<file path="src/rtl/muldiv_unit_if.sv">
// -----------------------------------------------------------------------------
// muldiv_unit_if
//   Bundle between the execute stage / hazard unit and the RV32M multiply/divide
//   unit.
//
//   master (EX stage side) drives:
//     start        valid M-op in EX this cycle
//     flush        abort any in-flight op (branch/jump flush)
//     funct3       RV32M opcode selector
//     srcA, srcB   forwarded rs1 / rs2 operands
//   slave (muldiv_unit) drives:
//     busy         op iterating
//     done         one-cycle result-valid pulse
//     result       registered result, held until the next accepted op completes
//     muldiv_stall combinational stall request to the hazard unit
// -----------------------------------------------------------------------------
interface muldiv_unit_if #(
  parameter int XLEN = 32
);
  logic            start;
  logic            flush;
  logic [2:0]      funct3;
  logic [XLEN-1:0] srcA;
  logic [XLEN-1:0] srcB;
  logic            busy;
  logic            done;
  logic [XLEN-1:0] result;
  logic            muldiv_stall;

  modport master (
    output start, flush, funct3, srcA, srcB,
    input  busy, done, result, muldiv_stall
  );

  modport slave (
    input  start, flush, funct3, srcA, srcB,
    output busy, done, result, muldiv_stall
  );
endinterface

</file>
<file path="src/rtl/muldiv_unit.sv">
// -----------------------------------------------------------------------------
// muldiv_unit
//   Execute-stage RV32M unit: MUL/MULH/MULHSU/MULHU/DIV/DIVU/REM/REMU.
//   Divide is a restoring divider on operand magnitudes, one quotient bit per
//   cycle for XLEN cycles. Multiply is shift-add on magnitudes for XLEN cycles,
//   followed by a sign fix of the full 2*XLEN product.
//
//   Build option:
//     MULDIV_FAST_MUL_EN  when defined, MUL* ops finish in one cycle
//                         (IDLE -> DONE) using a full 2*XLEN multiplier.
//                         Divide latency is the same either way.
//
//   Ports:
//     clk    in  rising-edge clock
//     reset  in  synchronous, active-high; aborts any op without a done pulse
//     bus    muldiv_unit_if.slave (start/flush/funct3/srcA/srcB in,
//            busy/done/result/muldiv_stall out)
//
//   Timing (start sampled at edge T):
//     iterative op : busy seen at edges T+1..T+XLEN, done seen at T+XLEN+1
//     special/fast : done seen at T+1, busy never set
//   Divide-by-zero and signed overflow (MIN / -1) are resolved in one cycle.
// -----------------------------------------------------------------------------
module muldiv_unit #(
  parameter int XLEN = 32
) (
  input  logic         clk,
  input  logic         reset,
  muldiv_unit_if.slave bus
);

  localparam int CW = $clog2(XLEN);
  localparam logic [XLEN-1:0] INT_MIN = {1'b1, {(XLEN-1){1'b0}}};

  typedef enum logic [1:0] {
    S_IDLE = 2'd0,
    S_CALC = 2'd1,
    S_DONE = 2'd2
  } state_t;

  // control
  state_t          r_state;
  logic [CW-1:0]   r_cnt;
  logic            r_busy;
  logic            r_done;
  logic [XLEN-1:0] r_result;

  // datapath (no reset: only meaningful while an op is in flight)
  logic [2:0]      r_funct3;
  logic [XLEN-1:0] r_opd;     // multiplicand magnitude, or divisor magnitude
  logic [XLEN-1:0] r_hi;      // product high half, or partial remainder
  logic [XLEN-1:0] r_lo;      // multiplier/product low half, or dividend/quotient
  logic            r_neg_q;   // operand signs differ (product / quotient sign)
  logic            r_neg_r;   // dividend negative (remainder sign)

  // ---------------------------------------------------------------------------
  // Finishing functions: sign fix and half selection
  // ---------------------------------------------------------------------------
  function automatic logic [XLEN-1:0] mul_finish(input logic [2:0]        f,
                                                 input logic [2*XLEN-1:0] mag,
                                                 input logic              neg);
    logic [2*XLEN-1:0] p;
    p = neg ? (~mag + 1'b1) : mag;
    return (f[1:0] == 2'b00) ? p[XLEN-1:0] : p[2*XLEN-1:XLEN];
  endfunction

  function automatic logic [XLEN-1:0] div_finish(input logic [2:0]      f,
                                                 input logic [XLEN-1:0] q,
                                                 input logic [XLEN-1:0] r,
                                                 input logic            neg_q,
                                                 input logic            neg_r);
    logic [XLEN-1:0] res;
    if (f[1]) res = neg_r ? (~r + 1'b1) : r;
    else      res = neg_q ? (~q + 1'b1) : q;
    return res;
  endfunction

  // ---------------------------------------------------------------------------
  // Operand decode (acts on the live inputs, used only when an op is accepted)
  // ---------------------------------------------------------------------------
  logic            w_is_div;
  logic            w_a_signed;
  logic            w_b_signed;
  logic            w_a_neg;
  logic            w_b_neg;
  logic [XLEN-1:0] w_a_mag;
  logic [XLEN-1:0] w_b_mag;
  logic            w_div_zero;
  logic            w_div_ovf;
  logic            w_special;
  logic [XLEN-1:0] w_special_res;
  logic            w_fast;
  logic [XLEN-1:0] w_fast_res;
  logic            w_accept;

  assign w_is_div   = bus.funct3[2];
  // DIV/REM are signed on both operands; MULH signed x signed; MULHSU signed x unsigned.
  assign w_a_signed = w_is_div ? ~bus.funct3[0] : (bus.funct3[1:0] == 2'b01 || bus.funct3[1:0] == 2'b10);
  assign w_b_signed = w_is_div ? ~bus.funct3[0] : (bus.funct3[1:0] == 2'b01);
  assign w_a_neg    = w_a_signed & bus.srcA[XLEN-1];
  assign w_b_neg    = w_b_signed & bus.srcB[XLEN-1];
  assign w_a_mag    = w_a_neg ? (~bus.srcA + 1'b1) : bus.srcA;
  assign w_b_mag    = w_b_neg ? (~bus.srcB + 1'b1) : bus.srcB;

  assign w_div_zero = w_is_div & (bus.srcB == '0);
  assign w_div_ovf  = w_is_div & ~bus.funct3[0] & (bus.srcA == INT_MIN) & (bus.srcB == '1);
  assign w_special  = w_div_zero | w_div_ovf;

  // funct3[1] distinguishes REM*/DIV*. Zero divisor: quotient all ones, remainder = dividend.
  // Overflow: quotient = INT_MIN (which is srcA), remainder = 0.
  always_comb begin
    w_special_res = '0;
    if (w_div_zero)     w_special_res = bus.funct3[1] ? bus.srcA : '1;
    else if (w_div_ovf) w_special_res = bus.funct3[1] ? '0 : bus.srcA;
  end

`ifdef MULDIV_FAST_MUL_EN
  logic signed [2*XLEN-1:0] w_fa;
  logic signed [2*XLEN-1:0] w_fb;
  logic signed [2*XLEN-1:0] w_fprod;

  assign w_fa       = $signed({{XLEN{w_a_neg}}, bus.srcA});
  assign w_fb       = $signed({{XLEN{w_b_neg}}, bus.srcB});
  assign w_fprod    = w_fa * w_fb;
  assign w_fast     = ~w_is_div;
  assign w_fast_res = (bus.funct3[1:0] == 2'b00) ? w_fprod[XLEN-1:0] : w_fprod[2*XLEN-1:XLEN];
`else
  assign w_fast     = 1'b0;
  assign w_fast_res = '0;
`endif

  assign w_accept = (r_state == S_IDLE) & bus.start & ~bus.flush;

  // ---------------------------------------------------------------------------
  // Iteration step
  // ---------------------------------------------------------------------------
  logic [XLEN:0]   w_sum;
  logic [XLEN:0]   w_shift;
  logic [XLEN:0]   w_diff;
  logic [XLEN-1:0] w_hi_nxt;
  logic [XLEN-1:0] w_lo_nxt;

  always_comb begin
    w_sum    = '0;
    w_shift  = '0;
    w_diff   = '0;
    w_hi_nxt = r_hi;
    w_lo_nxt = r_lo;
    if (!r_funct3[2]) begin
      // shift-add: add multiplicand into the high half when the multiplier LSB
      // is set, then shift {carry, hi, lo} right by one
      w_sum    = {1'b0, r_hi} + (r_lo[0] ? {1'b0, r_opd} : {(XLEN+1){1'b0}});
      w_hi_nxt = w_sum[XLEN:1];
      w_lo_nxt = {w_sum[0], r_lo[XLEN-1:1]};
    end else begin
      // restoring: bring in next dividend bit, trial-subtract divisor
      w_shift = {r_hi, r_lo[XLEN-1]};
      w_diff  = w_shift - {1'b0, r_opd};
      if (!w_diff[XLEN]) begin
        w_hi_nxt = w_diff[XLEN-1:0];
        w_lo_nxt = {r_lo[XLEN-2:0], 1'b1};
      end else begin
        w_hi_nxt = w_shift[XLEN-1:0];
        w_lo_nxt = {r_lo[XLEN-2:0], 1'b0};
      end
    end
  end

  // ---------------------------------------------------------------------------
  // Datapath registers
  // ---------------------------------------------------------------------------
  always_ff @(posedge clk) begin
    if (w_accept) begin
      r_funct3 <= bus.funct3;
      r_opd    <= w_is_div ? w_b_mag : w_a_mag;
      r_hi     <= '0;
      r_lo     <= w_is_div ? w_a_mag : w_b_mag;
      r_neg_q  <= w_a_neg ^ w_b_neg;
      r_neg_r  <= w_a_neg;
    end else if (r_state == S_CALC) begin
      r_hi <= w_hi_nxt;
      r_lo <= w_lo_nxt;
    end
  end

  // ---------------------------------------------------------------------------
  // Control FSM and registered outputs
  // ---------------------------------------------------------------------------
  always_ff @(posedge clk) begin
    if (reset) begin
      r_state  <= S_IDLE;
      r_cnt    <= '0;
      r_busy   <= 1'b0;
      r_done   <= 1'b0;
      r_result <= '0;
    end else if (bus.flush) begin
      r_state <= S_IDLE;
      r_busy  <= 1'b0;
      r_done  <= 1'b0;
    end else begin
      case (r_state)
        S_IDLE: begin
          r_done <= 1'b0;
          if (bus.start) begin
            if (w_special) begin
              r_result <= w_special_res;
              r_state  <= S_DONE;
              r_done   <= 1'b1;
            end else if (w_fast) begin
              r_result <= w_fast_res;
              r_state  <= S_DONE;
              r_done   <= 1'b1;
            end else begin
              r_cnt   <= '0;
              r_busy  <= 1'b1;
              r_state <= S_CALC;
            end
          end
        end
        S_CALC: begin
          r_cnt <= r_cnt + 1'b1;
          if (r_cnt == CW'(XLEN-1)) begin
            r_result <= r_funct3[2]
                        ? div_finish(r_funct3, w_lo_nxt, w_hi_nxt, r_neg_q, r_neg_r)
                        : mul_finish(r_funct3, {w_hi_nxt, w_lo_nxt}, r_neg_q);
            r_busy   <= 1'b0;
            r_done   <= 1'b1;
            r_state  <= S_DONE;
          end
        end
        S_DONE: begin
          r_done  <= 1'b0;
          r_state <= S_IDLE;
        end
        default: begin
          r_busy  <= 1'b0;
          r_done  <= 1'b0;
          r_state <= S_IDLE;
        end
      endcase
    end
  end

  assign bus.busy         = r_busy;
  assign bus.done         = r_done;
  assign bus.result       = r_result;
  assign bus.muldiv_stall = (bus.start & (r_state == S_IDLE)) | r_busy;

endmodule
</file>
<file path="src/flat_wrapper.sv">
// flat-port wrapper written by rule: the top's interface ports become plain ports
module muldiv_unit_flat 
#(
  parameter int XLEN = 32
)
  (clk, reset, bus_start, bus_flush, bus_funct3, bus_srcA, bus_srcB, bus_busy, bus_done, bus_result, bus_muldiv_stall);
  muldiv_unit_if #(.XLEN(XLEN)) bus_i ();
  input  logic clk;
  input  logic reset;
  input wire logic [$bits(bus_i.start)-1:0] bus_start;
  input wire logic [$bits(bus_i.flush)-1:0] bus_flush;
  input wire logic [$bits(bus_i.funct3)-1:0] bus_funct3;
  input wire logic [$bits(bus_i.srcA)-1:0] bus_srcA;
  input wire logic [$bits(bus_i.srcB)-1:0] bus_srcB;
  output wire logic [$bits(bus_i.busy)-1:0] bus_busy;
  output wire logic [$bits(bus_i.done)-1:0] bus_done;
  output wire logic [$bits(bus_i.result)-1:0] bus_result;
  output wire logic [$bits(bus_i.muldiv_stall)-1:0] bus_muldiv_stall;
  assign bus_i.start = bus_start;
  assign bus_i.flush = bus_flush;
  assign bus_i.funct3 = bus_funct3;
  assign bus_i.srcA = bus_srcA;
  assign bus_i.srcB = bus_srcB;
  assign bus_busy = bus_i.busy;
  assign bus_done = bus_i.done;
  assign bus_result = bus_i.result;
  assign bus_muldiv_stall = bus_i.muldiv_stall;
  muldiv_unit #(.XLEN(XLEN)) u_core (.clk(clk), .reset(reset), .bus(bus_i));
endmodule
</file>
<file path="config.mk">
export PLATFORM = sky130hd
export DESIGN_NAME = muldiv_unit_flat
export DESIGN_NICKNAME = d
export VERILOG_FILES = /design/src/rtl/muldiv_unit_if.sv /design/src/rtl/muldiv_unit.sv /design/src/flat_wrapper.sv
export SDC_FILE = /design/constraint.sdc
export NUM_CORES = 1
export LEC_CHECK = 0
export ABC_CLOCK_PERIOD_IN_PS = 8170
export CAP_MARGIN = 20
export CORE_ASPECT_RATIO = 0.7
export CORE_MARGIN = 2
export CORE_UTILIZATION = 40
export DETAILED_ROUTE_END_ITERATION = 10
export PLACE_DENSITY = 0.59
export SYNTH_ARGS = -nofsm -noshare
export SYNTH_HDL_FRONTEND = slang
export SYNTH_SLANG_ARGS = --single-unit
</file>
<file path="constraint.sdc">
create_clock -name clk -period 8.17 [get_ports clk]
set_clock_uncertainty 0.05 [all_clocks]
set_input_delay 2.451 -clock clk [delete_from_list [all_inputs] [get_ports clk]]
set_output_delay 2.451 -clock clk [all_outputs]
set_load 0.02 [all_outputs]
</file>
## Yosys cells after proc, flatten, opt, wreduce, memory -nomap -nowiden

Index checks and enable logic that the tools add are counted.

| word-level totals | value |
|---|---|
| word-level logic and storage cells | 102 |
| output and inout port bits | 35 |
| bits in registers | 142 |

| operators by class | value |
|---|---|
| equal/unequal tests | 11 |
| reductions and logical operators | 11 |
| bitwise logic cells | 19 |
| muxes and demuxes | 42 |
| $add $sub $neg | 8 |

Operator list:

| kind | count |
|---|---|
| $mux W32 | 22 |
| $add A32 B1 Y32 const B | 4 |
| $not A32 Y32 | 4 |
| $add A64 B1 Y64 const B | 1 |
| $eq A32 B32 Y1 const B | 2 |
| $mux W64 | 1 |
| $not A64 Y64 | 1 |
| $pmux W32 S2 | 1 |
| $add A32 B33 Y33 | 1 |
| $sub A33 B32 Y33 | 1 |
| $logic_not A32 Y1 | 1 |
| $mux W5 | 2 |
| $pmux W5 S2 | 1 |
| $mux W1 | 9 |
| $and A1 B1 Y1 | 8 |
| $reduce_and A4 Y1 | 2 |
| $mux W2 | 3 |
| $ne A2 B2 Y1 const B | 3 |
| $add A5 B1 Y5 const B | 1 |
| $eq A5 B5 Y1 const B | 1 |
| $reduce_and A5 Y1 | 1 |
| $eq A2 B1 Y1 const B | 2 |
| $eq A2 B2 Y1 const B | 2 |
| $logic_not A2 Y1 | 2 |
| other kinds (11) | 15 |

## Longest topological paths before layout

Gate-level depths: netlist (run 1).

| depth | value |
|---|---|
| depth in word-level cells | 10 |
| gate-level depth with buffers | 26 |
| mapped depth without buffers | 23 |

## Least setup slack after synthesis (run 1)

Ideal clock, no wire load.

| path | value |
|---|---|
| path kind | register to register |
| from | register u_core.r_lo[31] |
| to | register u_core.r_result[28] (netlist: u_core.bus.result[28]) |
| required time | 7.988 ns |
| slack | 1.969 ns |
| setup time | 0.132 ns |
| cell stages (with the launch flop) | 26 |
| clock period less this slack | 6.201 ns |
| arrival time | 6.019 ns |
| path through | edfxtp_1 inv_1 ha_1 inv_1 fa_1 a211oi_1 o211ai_1 and3_1 o21ai_2 a211oi_4 buf_2 buf_2 buf_1 a21oi_1 ha_1 o221ai_1 or4_1 nor3_1 nand2b_1 or4_1 a2111oi_2 nand2_1 o41ai_1 xor2_1 a221oi_1 nor3_1 |

| on the way | value |
|---|---|
| longest elaborated chain between the ends | 10 |
| elaborated cells between the ends (all ways) | 19 |
| those cells by class | add/sub: 4; mux: 12; bitwise: 3 |

Ends and longest elaborated chain:

| what | line | text |
|---|---|---|
| from (decl) | muldiv_unit.sv:52 | `logic [XLEN-1:0] r_lo;` |
| from (signal assigned) | muldiv_unit.sv:177 | `r_lo <= w_is_div ? w_a_mag : w_b_mag;` |
| from (signal assigned) | muldiv_unit.sv:182 | `r_lo <= w_lo_nxt;` |
| $sub A33 B32 Y33 | muldiv_unit.sv:158 | `w_diff = w_shift - {1'b0, r_opd};` |
| $mux W1 or $mux W32 (tied branches) | muldiv_unit.sv:159 | `if (!w_diff[XLEN]) begin` |
| $mux W32 | muldiv_unit.sv:149 | `if (!r_funct3[2]) begin` |
| $not A64 Y64, or another cell as far along | muldiv_unit.sv:63 | `p = neg ? (~mag + 1'b1) : mag;` |
| $add A64 B1 Y64, or another cell as far along | muldiv_unit.sv:63 |  |
| $mux W64, or another cell as far along | muldiv_unit.sv:63 |  |
| $mux W32 (on tied branches) | muldiv_unit.sv:64, muldiv_unit.sv:73 |  |
| $mux W32 * | muldiv_unit.sv:224 | `? div_finish(r_funct3, w_lo_nxt, w_hi_nxt, r_neg_q, r_neg_r)` |
| $mux W32 * | muldiv_unit.sv:222 | `if (r_cnt == CW'(XLEN-1)) begin` |
| $pmux W32 S2 * | muldiv_unit.sv:201 | `case (r_state)` |
| to (signal assigned) | muldiv_unit.sv:206 | `r_result <= w_special_res;` |
| to (signal assigned) | muldiv_unit.sv:210 | `r_result <= w_fast_res;` |
| to (signal assigned) | muldiv_unit.sv:223 | `r_result <= r_funct3[2]` |
| to (decl) | muldiv_unit.sv:46 | `logic [XLEN-1:0] r_result;` |

Mark *: on every way between the ends. The rest lies on a longest branch, timed or not. The select of a mux whose other input is x is not followed.
A chain may end at the register's enable or synchronous reset.

## Worst setup path after layout (run 1)

| path | value |
|---|---|
| from | input bus_srcB[10] |
| to | register u_core.r_result[21] (netlist: u_core.bus.result[21]) |

| on the way | value |
|---|---|
| longest elaborated chain between the ends | 7 |
| elaborated cells between the ends (all ways) | 12 |
| those cells by class | eq/ne: 2; mux: 5; bitwise: 3; reduce/logical: 2 |

Ends and longest elaborated chain:

| what | line | text |
|---|---|---|
| from (decl) | flat_wrapper.sv:14 | `input wire logic [$bits(bus_i.srcB)-1:0] bus_srcB;` |
| $eq A32 B32 Y1 | muldiv_unit.sv:106 | `assign w_div_ovf = w_is_div & ~bus.funct3[0] & (bus.srcA == INT_MIN) & (bus.srcB == '1);` |
| $and A1 B1 Y1 | muldiv_unit.sv:106 |  |
| $mux W32 | muldiv_unit.sv:114 | `else if (w_div_ovf) w_special_res = bus.funct3[1] ? '0 : bus.srcA;` |
| $mux W32 | muldiv_unit.sv:113 | `if (w_div_zero) w_special_res = bus.funct3[1] ? bus.srcA : '1;` |
| $mux W32 | muldiv_unit.sv:205 | `if (w_special) begin` |
| $mux W32 | muldiv_unit.sv:204 | `if (bus.start) begin` |
| $pmux W32 S2 | muldiv_unit.sv:201 |  |

Parallel ways exist; a longest one is shown, timed or not. The select of a mux whose other input is x is not followed.

==> impl_results.md, run 1 <==
- Syn. warnings: 0
- Period utilisation layout: approximately 86%
- Via count normalized by instance count: between 6 and 7
- Cell Area, Synth: 16100 um2
- Ports: roughly 110
- Core ar.: 39700 um2
- Sequential share of the synthesized area: between 20% and 30%
- Slew @ Worst Pin: approximately 1.3 ns
- Initial antenna violation count: 6
- Synth cell count leaders: 235 x nand2_1, 189 x nor2_1, 182 x a21oi_1, 177 x o21ai_0, 103 x xnor2_1
- Hold buffers post-CTS: 0
- Syn nets: 2296
- Synth Area in Compound Gates: between 20% and 30%
- Synth Area in Simple Gates: 23.6%
- Number of nets at the end of the flow: about 2300
- Largest family of logic cells by synthesized area: compound AO/OA/AOI/OAI gates
- Root Buffer: clkbuf_16
- Setup TNS: 0 ns
- Post-DP HPWL: roughly 60000 um
- Relative slew slack: between 15 and 20%
- Worst Hold Launch: u_core.bus.result[21]$_SDFFE_PP0P_
- Final Hold Viols: 0
- Hold Crit Class: flop to flop
- Worst-path maximum fanout: 12
- Synth area leaders: edfxtp_1 13%, dfxtp_1 9.1%, mux2i_1 5.7%
- Post-Route WL: between 70000 and 80000 um
- Max Fclk: approximately 140 MHz
- Number of DRC markers in iteration 0: between 3000 and 4000
- Top-count cell post-synth: nand2_1
- Vias in the first global route: 15444
- Syn Inst Count: around 2200
- Post-synthesis adder-cell area fraction: about 5.9%
- Initial Util: a little over 40%
- Avg Cell Area, Syn: between 7 and 8 um2
- H-tree Lvls: 4
- GPL Wtd Cong: ~1.1
- Max VDD drop: ~0.00014 V
- Via count: 17972
- Largest net degree at the start of global routing: 70
- TritonRoute pass-1 iters: 8
- Area leader, netlist: edfxtp_1
- DR DRC count: 0
- Overall power: 3.50 mW
- Die width: 244 um
- Die area: ~42000 um2
- Critical path launch point: bus_srcB[10]
- Period minus WS final: between 6 and 7 ns
- Crit Path Category: primary input to flop
- Synth cell types: between 100 and 150
- Clk Latency, worst-skew pair: about 0.46 ns
- Final ANT Viol Nets: 0
- Post-synthesis mux area share: about 6.5%
- Result of the run: finished, final reports clean
- Pwr Density: between 150 and 200 nW/um2
- Leakage: between 6 and 7 nW
- RSZ-0062 raised after global routing: no
- Post-synth ARST share: 0%
- CTS tree: yes
- Post-CTS Resized: 0
- Die H: 172 um
- Row count: 61
- Synth Flop Type: dfxtp_1
- Number of clock sinks: roughly 140
- Post-synth EDFFs: approximately 70
- CP arrival: approximately 7.3 ns
- P&R area growth vs syn: 13.5%
- Critical Path RT: ~8.5 ns
- Final Setup Violations: 0
- Number of buffers created by CTS: 17
- Startpoint Class: primary input
- Max_cap viols: 0
- DR WL/cell: roughly 27 um
- GRT Total Usage: roughly a third
- Fraction of layout cells with a size suffix above 1: 6.32%
- Reg clk slew, reported paths: around 0.07 ns
- Number of buffers added on ports: between 100 and 150
- XOR/XNOR Fraction of Synth Area: 9.70%
- Worst r2r src: u_core.r_opd[24]$_DFFE_PP_
- Area share of the largest cell type after synthesis: around an eighth
- Yosys reg bits: between 100 and 150
- First-pass GRT wire length: approximately 110000 um
- Setup Fix Bufs, Post-CTS: 0
- Longest Clk Path Bufs: 2
- GRT Residual Overflow: 0
- Crit. End Element: flop
- Slew Viols, Final: 0
-- metal layers --
metal	global-route usage [%]	up-vias	wire length, um	part of all wire, %
met4	8.01	4	1670	2.2
met1	55.1	8621	35700	48
met5	0	-	17	0.023
met3	11.2	117	10500	14
met2	43.6	1160	27000	36
li1	-	8070	-	-
-- metrics by stage --
step / util (%) / std cells / setup WS (ns) / cell area [um2] / hold WS [ns]
floorplan: - / 2151 / 1.97 / 16100 / 0.422
CTS: 45.9 / 2748 / 1.39 / 18200 / 0.443
detailed placement: 44.5 / 2716 / 0.909 / 17700 / 0.429
finish: 46.0 / 2755 / 1.17 / 18200 / 0.443
global placement: 44.5 / 2715 / 0.929 / 17700 / 0.430
global route: 45.9 / 2749 / 0.943 / 18200 / 0.453
-- critical path, stage by stage --
cell	delay, ns
clkdlybuf4s50_1	0.50
or4_1	0.56
or2_2	0.34
nor3_1	0.36
and2_1	0.24
and4_1	0.56
nor2_1	0.18
or2_2	0.36
a211oi_4	0.49
buf_4	0.34
o211ai_1	0.27
a221oi_1	0.51
nor3_1	0.10
-- power by group --
part           total [mW]  switching (mW)  internal (mW)
Sequential          0.893          0.0763          0.816
Combinational        1.80            1.20          0.596
Clock               0.807           0.384          0.423
Total                3.50            1.66           1.84
-- logic make-up (layout without fill, tap and decap cells) --
logic type | count (synthesis) | in the layout
simple gates | 782 | 782
compound gates | 674 | 674
buf+inv | 198 | 261
xor+xnor | 178 | 178
flops | 142 | 142
mux | 103 | 103
fa+ha+maj | 74 | 74
other cells | 0 | 6
-- final cells by class --
class | count | area [um2]
Antenna cell | 6 | 15.0
Clock buffer | 17 | 425
Clock inverter | 15 | 136
Fill cell | 4017 | 21400
Inverter | 75 | 282
Multi-Input combinational cell | 1811 | 11800
Sequential cell | 142 | 3530
Tap cell | 535 | 669
Timing Repair Buffer | 154 | 1420
-- registers in the layout, summed over array words and instances (netlist names) --
| name | flops |
|---|---|
| u_core.r_hi | 32 |
| u_core.r_cnt | 5 |
| u_core.bus.result | 32 |
| u_core.r_neg_r | 1 |
| u_core.r_state | 2 |
| u_core.r_opd | 32 |
| u_core.bus.done | 1 |
| u_core.r_lo | 32 |
| u_core.r_neg_q | 1 |
| u_core.r_funct3 | 3 |
| u_core.bus.busy | 1 |
-- worst paths after layout --
path,endpoint,slack (ns),cells after the start
hold reg to reg,u_core.bus.result[21]$_SDFFE_PP0P_,0.44,2
setup / recovery,u_core.bus.result[21]$_SDFFE_PP0P_,1.17,13
setup reg to reg,u_core.bus.result[28]$_SDFFE_PP0P_,1.28,20
hold / removal,u_core.bus.result[21]$_SDFFE_PP0P_,0.44,2
-- cells in the final DEF (no fill, tap or decap), types with 24 or more instances in the layout --
cell,instances
o211ai_1,26
nand3_1,49
nor2_1,187
o21ai_0,177
ha_1,72
nand2_1,235
a21o_1,24
nor3_1,75
xnor2_1,103
a21oi_1,182
nand4_1,36
buf_4,47
inv_1,73
clkdlybuf4s50_1,104
mux2i_1,92
edfxtp_1,69
or3_1,32
dfxtp_1,73
xor2_1,75
and2_1,43
Power figures use the tool's default switching activity.
==> run 2: changes to the inputs <==
--- a/config.mk
+++ b/config.mk
@@ -11,7 +11,8 @@
 export CORE_MARGIN = 2
 export CORE_UTILIZATION = 40
 export DETAILED_ROUTE_END_ITERATION = 10
-export PLACE_DENSITY = 0.59
+export DONT_BUFFER_PORTS = 1
+export PLACE_DENSITY = 0.55
 export SYNTH_ARGS = -nofsm -noshare
 export SYNTH_HDL_FRONTEND = slang
 export SYNTH_SLANG_ARGS = --single-unit
==> run 2 against run 1 <==
Effect of this change: maximum frequency grew 1.7%; sequential share of layout area grew 1.3 points; register-to-register slack is essentially flat; core utilization shrank 2.9 points; cell count shrank 4.6%; via count shrank 3.9%; global-route usage shrank 1.7 points; worst hold slack gained 0.027 ns; worst setup slack gained 0.12 ns; clock-buffer cell count is the same; critical path type is now flop to flop; critical endpoint is now u_core.bus.result[28]$_SDFFE_PP0P_.
==> impl_results.md, run 2 (same netlist as run 1, synthesis figures left out) <==
- Result of the run: finished, final reports clean
- Initial antenna violation count: 1
- P&R area growth vs syn: 6.27%
- Clk Latency, worst-skew pair: around 0.47 ns
- Critical Path RT: roughly 8.5 ns
- GRT Total Usage: about 33%
- Largest net degree at the start of global routing: about 140
- Row count: between 60 and 70
- Number of buffers added on ports: 0
- Max VDD drop: ~0.00016 V
- Root Buffer: clkbuf_16
- CP max-delay cell: or4_1
- Crit Path Category: flop to flop
- CP arrival: 7.17 ns
- Ports: between 100 and 150
- Final ANT Viol Nets: 0
- Comb pwr share: slightly below 50%
- Overall power: approximately 3.4 mW
- Post-route cell area: about 17000 um2
- Clock share of power: about a quarter
- Number of nets at the end of the flow: roughly 2200
- Startpoint Class: flop
- Die H: 172 um
- Number of DRC markers in iteration 0: about 2500
- RSZ-0062 raised after global routing: no
- H-tree Lvls: 4
- Vias in the first global route: 14987
- Grt met3 use: 14.8%
- Max Fclk: 145 MHz
- Max_cap viols: 0
- Worst-path maximum fanout: 6
- DR DRC count: 0
- Fraction of layout cells with a size suffix above 1: 5.92%
- Via count: about 17000
- Most used routing layer in global routing: met1
- Die area: 41800 um2
- Met1 Usage GRT: a little under 50%
- Final Setup Violations: 0
- Non-Filler Instances: around 2600
- Via count normalized by instance count: between 6 and 7
- Slew Viols, Final: 0
- Leakage: 6.34 nW
- DR WL/cell: between 20 and 30 um
- Placed cells: 2596
- Pwr Density: between 150 and 200 nW/um2
- Met2 Use GR: between 40% and 50%
- Switching power: approximately 1.6 mW
- Post-Route WL: just over 70000 um
- Hold Crit Class: flop to flop
- Relative slew slack: around a quarter
- First-pass GRT wire length: a little over 100000 um
- Period utilisation layout: between 80% and 90%
- Hold buffers post-CTS: 0
- Area of placed instances: 16500 um2
- Initial Util: between 40% and 50%
- Part of the power in registers: around 27%
- Number of clock sinks: 142
- TritonRoute pass-1 iters: 8
- Core ar.: approximately 40000 um2
- Final Hold Viols: 0
- GRT Residual Overflow: 0
- Period minus WS final: between 6 and 7 ns
- Number of buffers created by CTS: 17
- CTS tree: yes
- Reg clk slew, reported paths: approximately 0.07 ns
- # diodes: 0
- Commonest non-fill, non-tap cells in the layout: 235 x nand2_1, 187 x nor2_1, 182 x a21oi_1
- Setup Fix Bufs, Post-CTS: 0
- Longest Clk Path Bufs: 2
- Internal: around 1.8 mW
- Die width: between 200 and 250 um
- Sw frac: 46.7%
- CP max stage delay: 0.58 ns
- Post-DP HPWL: about 57000 um
- Slew @ Worst Pin: about 1.1 ns
- WHS: 0.470 ns
- Leading cell type in the layout, fill and taps excluded: nand2_1
- Crit. End Element: flop
- Post-CTS Resized: 0
- Critical path cell sequence: inv_1, ha_1, inv_1, fa_1, a211oi_1, o211ai_1, and3_1, o21ai_2, a211oi_4, a21oi_1, ha_1, o221ai_1, or4_1, nor3_1, nand2b_1, or4_1, a2111oi_2, nand2_1, o41ai_1, xor2_1, a221oi_1, nor3_1
- Setup TNS: 0 ns
- GPL Wtd Cong: about 1.0
run 2: final cells by class:
type                    count  area (um2)
flip-flops and latches    142        3530
repair buffers             34         259
well taps                 535         669
fillers                  4075       22600
clock buffers              17         425
inverters                  75         282
clock inverters            15         153
multi-input cells        1811       11800
run 2: through the flow:
stage                     worst slack [ns]  utilization [%]
final                                 1.29             43.0
after detailed placement              1.51             41.6
after global routing                  1.04             43.0
after floorplan                       1.97                -
after global placement                1.63             41.5
after CTS                             1.52             43.0
run 2: critical path: cells and delay by family, from the launching register on:
| family | cells | cell delay (ns) |
|---|---|---|
| XOR/XNOR | 1 | 0.11 |
| flip-flops | 1 | 0.45 |
| AO/OA/AOI/OAI | 9 | 2.85 |
| AND/OR/NAND/NOR | 7 | 2.29 |
| buffers and inverters | 2 | 0.16 |
| adder cells (fa/ha/maj) | 3 | 0.84 |
run 2: power by group through the flow:
stage | Combinational (mW) | Sequential, mW | Clock (mW)
after global routing | 1.75 | 0.916 | 0.844
after CTS | 1.59 | 0.904 | 0.825
after detailed placement | 1.58 | 0.919 | 0
after floorplan | 1.11 | 0.875 | 0
after global placement | 1.58 | 0.919 | 0
final | 1.65 | 0.913 | 0.816
run 2: final timing paths:
path,startpoint,endpoint,slack [ns],depth (start not counted)
worst max-delay path,u_core.r_lo[31]$_DFFE_PP_,u_core.bus.result[28]$_SDFFE_PP0P_,1.29,22
worst min-delay path,u_core.r_cnt[3]$_SDFFE_PP0P_,u_core.r_cnt[3]$_SDFFE_PP0P_,0.47,2
worst max register to register,u_core.r_lo[31]$_DFFE_PP_,u_core.bus.result[28]$_SDFFE_PP0P_,1.29,22
worst min register to register,u_core.r_cnt[3]$_SDFFE_PP0P_,u_core.r_cnt[3]$_SDFFE_PP0P_,0.47,2
run 2: layer usage:
layer,part of all wire (%),vias up
met5,0.011,-
met4,2.7,2
met3,15,103
met2,36,1062
met1,45,8297
li1,-,7800
